### src/rtl/dff_reg_arbiter.sv
`default_nettype none
// ============================================================================
//  Module   : dff_reg_arbiter
//  Purpose  : Two-requester round-robin arbiter guarding one shared DATA_W
//             storage register. Each write runs IDLE -> GRANTx -> ACK, which
//             is three cycles. A requester that drops its request while
//             granted aborts the write; nothing is stored and no ack is sent.
//  Ports    : i_clk             - clock; all state changes on its rising edge
//             i_rst             - synchronous active-high reset
//             i_req0 / i_req1   - write requests
//             i_data0 / i_data1 - write data, DATA_W bits each
//             o_gnt0 / o_gnt1   - grant, high while in GRANT0 / GRANT1
//             o_ack0 / o_ack1   - one-cycle write-done pulse
//             o_q / o_qbar      - stored value and its bitwise inverse
//             o_wr_count        - completed-write counter, CNT_W bits; this
//                                 port exists only when DFF_ARB_STATS_EN is
//                                 defined
//  Options  : `define DFF_ARB_STATS_EN to add the write counter
//  Revision : 1.0 - initial release
// ============================================================================
module dff_reg_arbiter #(
  parameter int DATA_W = 8,
  parameter int CNT_W  = 16
) (
  input  logic              i_clk,
  input  logic              i_rst,
  input  logic              i_req0,
  input  logic              i_req1,
  input  logic [DATA_W-1:0] i_data0,
  input  logic [DATA_W-1:0] i_data1,
  output logic              o_gnt0,
  output logic              o_gnt1,
  output logic              o_ack0,
  output logic              o_ack1,
  output logic [DATA_W-1:0] o_q,
  output logic [DATA_W-1:0] o_qbar
`ifdef DFF_ARB_STATS_EN
  ,
  output logic [CNT_W-1:0]  o_wr_count
`endif
);

  typedef enum logic [1:0] {
    IDLE   = 2'd0,
    GRANT0 = 2'd1,
    GRANT1 = 2'd2,
    ACK    = 2'd3
  } state_t;

  state_t              r_state;
  state_t              w_state_nxt;
  // Last-served requester. Reset loads 1, so requester 0 wins the first tie.
  // The ack decode in ACK also reads this pointer, because a completed write
  // always updates it just before ACK is entered.
  logic                r_last;
  logic [DATA_W-1:0]   r_q;
  logic                w_wr0;
  logic                w_wr1;

  // A write completes when the granted requester still holds its request.
  assign w_wr0 = (r_state == GRANT0) && i_req0;
  assign w_wr1 = (r_state == GRANT1) && i_req1;

  always_ff @(posedge i_clk) begin
    if (i_rst) begin
      r_state <= IDLE;
      r_last  <= 1'b1;
      r_q     <= '0;
    end else begin
      r_state <= w_state_nxt;
      if (w_wr0) begin
        r_q    <= i_data0;
        r_last <= 1'b0;
      end else if (w_wr1) begin
        r_q    <= i_data1;
        r_last <= 1'b1;
      end
    end
  end

  always_comb begin
    w_state_nxt = r_state;
    o_gnt0      = 1'b0;
    o_gnt1      = 1'b0;
    o_ack0      = 1'b0;
    o_ack1      = 1'b0;
    case (r_state)
      IDLE: begin
        if (i_req0 && i_req1) begin
          w_state_nxt = r_last ? GRANT0 : GRANT1;
        end else if (i_req0) begin
          w_state_nxt = GRANT0;
        end else if (i_req1) begin
          w_state_nxt = GRANT1;
        end
      end
      GRANT0: begin
        o_gnt0      = 1'b1;
        w_state_nxt = i_req0 ? ACK : IDLE;
      end
      GRANT1: begin
        o_gnt1      = 1'b1;
        w_state_nxt = i_req1 ? ACK : IDLE;
      end
      ACK: begin
        o_ack0      = ~r_last;
        o_ack1      = r_last;
        w_state_nxt = IDLE;
      end
      default: w_state_nxt = IDLE;
    endcase
  end

  assign o_q    = r_q;
  assign o_qbar = ~r_q;

`ifdef DFF_ARB_STATS_EN
  logic [CNT_W-1:0] r_wr_count;

  // The counter wraps naturally from all-ones back to zero.
  always_ff @(posedge i_clk) begin
    if (i_rst) begin
      r_wr_count <= '0;
    end else if (w_wr0 || w_wr1) begin
      r_wr_count <= r_wr_count + 1'b1;
    end
  end

  assign o_wr_count = r_wr_count;
`else
  // With the counter absent, CNT_W only has to be a legal width.
  if (CNT_W < 1) begin : g_cnt_w_unused
  end
`endif

endmodule
`default_nettype wire

### config.mk
export PLATFORM = sky130hd
export DESIGN_NAME = dff_reg_arbiter
export DESIGN_NICKNAME = d
export VERILOG_FILES = /design/src/rtl/dff_reg_arbiter.sv
export SDC_FILE = /design/constraint.sdc
export NUM_CORES = 1
export LEC_CHECK = 0
export ABC_AREA = 0
export BUFFER_PORTS_ARGS = -buffer_cell sky130_fd_sc_hd__buf_2
export CAP_MARGIN = 20
export CORE_MARGIN = 2
export CORE_UTILIZATION = 34
export DETAILED_ROUTE_END_ITERATION = 7
export GPL_ROUTABILITY_DRIVEN = 1
export GPL_TIMING_DRIVEN = 0
export PLACE_DENSITY_LB_ADDON = 0.2
export REMOVE_ABC_BUFFERS = 1
export SLEW_MARGIN = 0
export SYNTH_ARGS = -nofsm -noshare
export SYNTH_HDL_FRONTEND = slang
export SYNTH_SLANG_ARGS = --single-unit
### constraint.sdc
create_clock -name i_clk -period 1 [get_ports i_clk]
set_input_delay 0 -clock i_clk [delete_from_list [all_inputs] [get_ports i_clk]]
set_output_delay 0 -clock i_clk [all_outputs]
set_load 0.1 [all_outputs]
==> out/summary.txt <==
hpwl dp = 923 um
die area = 1900 sq um
Initial DRC Count = 9
Crit path largest cell delay = 0.38 ns
Worst slew margin = 0.815
Max Clock Skew = 0.00120 ns
Syn. warnings = 0
DRT Pass-1 Iters = 4
failing checks = setup timing
Max Fclk = 882 MHz
DR vias = 677
critical path cell sequence = buf_8, nand3b_4, o22ai_2, nor3_1
overall routed net length = 1.75 mm
Net Switching = 772 uW
Hold Path Stages = 3
Initial Utilization = 0.359
Cell variety after synth = 19
gpl congestion = 0.656
CTS root buffer = clkbuf_4
via density per instance = 5.42
Reg area = 229 sq um
Num CTS Buffers = 3
syn_area_per_cell = 8.48 sq um
Ports = 40
nature of the critical path endpoint = flop
synthesized netlist cell count = 63
layout cell share with drive strength beyond 1 = 0.651
site row count = 14
Pwr Density = 1570 nW/um^2
Area growth syn-to-layout = 93.7%
RSZ-0062 raised after global routing = true
RR Endpoint = o_q[3]
largest net degree at the start of global routing = 12
dominant cell type by area after synthesis = dfxtp_1
Cell Area, Synth = 534 sq um
Final min period = 1.13 ns
CP max stage cell = dfxtp_4
Non-Filler Instances = 125
Yosys reg bits = 11
CORE AREA = 1490 sq um
IO Port Bufs = 39
Skew-Pair Late Insertion Delay = 0.27 ns
worst-margin pin slew = 0.279 ns
CTS tree = done
crit path launch = r_state[0]
Peak VDD IR = 0.867 mV
DP Area = 712 sq um
Final ANT Viol Nets = 0
H-tree levels = 1
Final Cell Area = 1030 sq um
Buf/Inv on CP = 1
outcome = finished with violations
hold endpoint = o_q[7]
Crit Path Max Fanout = 7
Comb pwr share = 0.492
HP Start = i_data0[7]
final hold vios = 0
vias in the first global route = 493
die span in x = 43.6 um
final worst setup slack = -0.134 ns
Min Hold Slack = 0.00575 ns
initial antenna violation count = 0
Flop pwr share = 0.315
final setup vio count = 13
hold crit path type = in -> reg
Sink Count = 11
Synth top area share = 0.412
Final Cycle Share = 1.13
gr usage total = 0.155
CP Class = reg -> reg
Sw Share = 0.476
multi-input logic area = 393 sq um
# fillers = 116
Final Max Tran Viols = 0
CTS Buffer Depth = 2
WP data arrival = 1.31 ns
first-pass GRT wire length = 2.12 mm
leak pwr = 0.000478 uW
CP Data Required Time = 1.18 ns
worst reg2reg setup slack = -0.13 ns
Core Util, Final = 0.695
Power Internal = 848 uW
drt drc = 0
Placed Instances = 114
Overflow after GRT = 0
Clock power frac = 0.192
die height = 43.6 um
Critical R2R Launch = r_state[0]
Area contributors post-synth = dfxtp_1, nor3_1, inv_1, o22ai_1, buf_6
Critical Path Source Type = flop
sequential area share after synthesis = 0.412
max cap viols = 0
clk slew on worst S/H paths = 0.07 ns
CP top delay family = simple AND/OR/NAND/NOR gates
final net count = 130
Routed WL per cell = 14.0 um
Antenna diodes = 0
worst-case reg-to-reg path depth = 4
==> worst min-delay path: cells and delay by family <==
family | cells | cell delay, ns
simple gates | 1 | 0.09
buf+inv | 1 | 0.08
compound gates | 1 | 0.05
==> power by group through the flow <==
stage / registers, uW / logic, uW / clock network [uW]
2_1_floorplan: 697 / 335 / 0
3_3_place_gp: 513 / 632 / 0
3_5_place_dp: 514 / 635 / 0
4_1_cts: 506 / 706 / 325
5_1_grt: 517 / 823 / 343
6_report: 511 / 798 / 312
==> routing by layer <==
metal  vias up  GRT usage  part of all wire
li1        322          -                 -
met2        34      0.247              0.49
met5         -          0                 0
met1       317      0.185              0.42
met4         0      0.109             0.014
met3         4     0.0292             0.078
==> cell usage in the layout, fill, tap and decap left out, drive strengths merged <==
cell	instances
buf	41
nor3	12
dfxtp	11
inv	10
o22ai	6
nand3b	4
a21oi	4
clkbuf	4
and3b	3
a22oi	2
nand3	2
dlygate4sd3	2
nor2	2
and2b	1
and3	1
nand2	1
o311ai	1
a311o	1
a211o	1
==> metrics by stage <==
step | power [uW] | setup TNS [ns] | setup WS, ns
floorplan | 1030 | -8.98 | -0.748
global placement | 1150 | -1.76 | -0.200
detailed placement | 1150 | -2.00 | -0.227
CTS | 1540 | -0.872 | -0.0954
global route | 1680 | -1.49 | -0.187
finish | 1620 | -0.820 | -0.134
==> kinds of logic (layout without fill, tap and decap cells) <==
family          count (synthesis)  count (layout)  share of synthesized area
buf+inv                        14              57                      0.141
flops                          11              11                      0.412
simple gates                   23              26                      0.260
compound gates                 15              15                      0.187
==> flip-flops by register name, indices dropped and copies added (netlist names) <==
register,flops
o_q,8
r_state,2
r_last,1
==> cell usage after synthesis <==
cell,number
a311o_1,1
a22oi_1,2
clkbuf_1,1
and2b_2,1
and3b_1,1
buf_6,3
a211o_1,1
and3_2,1
o22ai_1,6
a21oi_1,4
nand2_1,1
o311ai_0,1
and3b_2,1
nand3_1,2
nor3_1,12
nor2_1,2
nand3b_2,2
dfxtp_1,11
inv_1,10
==> timing repair <==
action,4_1_cts,5_1_grt
resized for setup,36,26
setup endpoints to repair,31,14
cloned,0,3
hold endpoints to repair,2,0
setup buffers,1,1
pin swaps,0,4
hold buffers,2,0
==> final cells by class <==
type,count,area share
Tap cell,16,0.0193
Inverter,10,0.0363
Timing Repair Buffer,43,0.318
Sequential cell,11,0.221
Clock buffer,4,0.0254
Multi-Input combinational cell,41,0.380
==> worst max-delay path by stage <==
stage                  end  slack, ns  cells past startpoint
finish              o_q[3]      -0.13                      4
global route        o_q[3]      -0.19                      4
CTS                 o_ack0       -0.1                      3
detailed placement  o_q[4]      -0.23                      3
global placement    o_q[4]      -0.20                      3
floorplan           o_ack0      -0.75                      2
(Power assumes the default switching activity.)
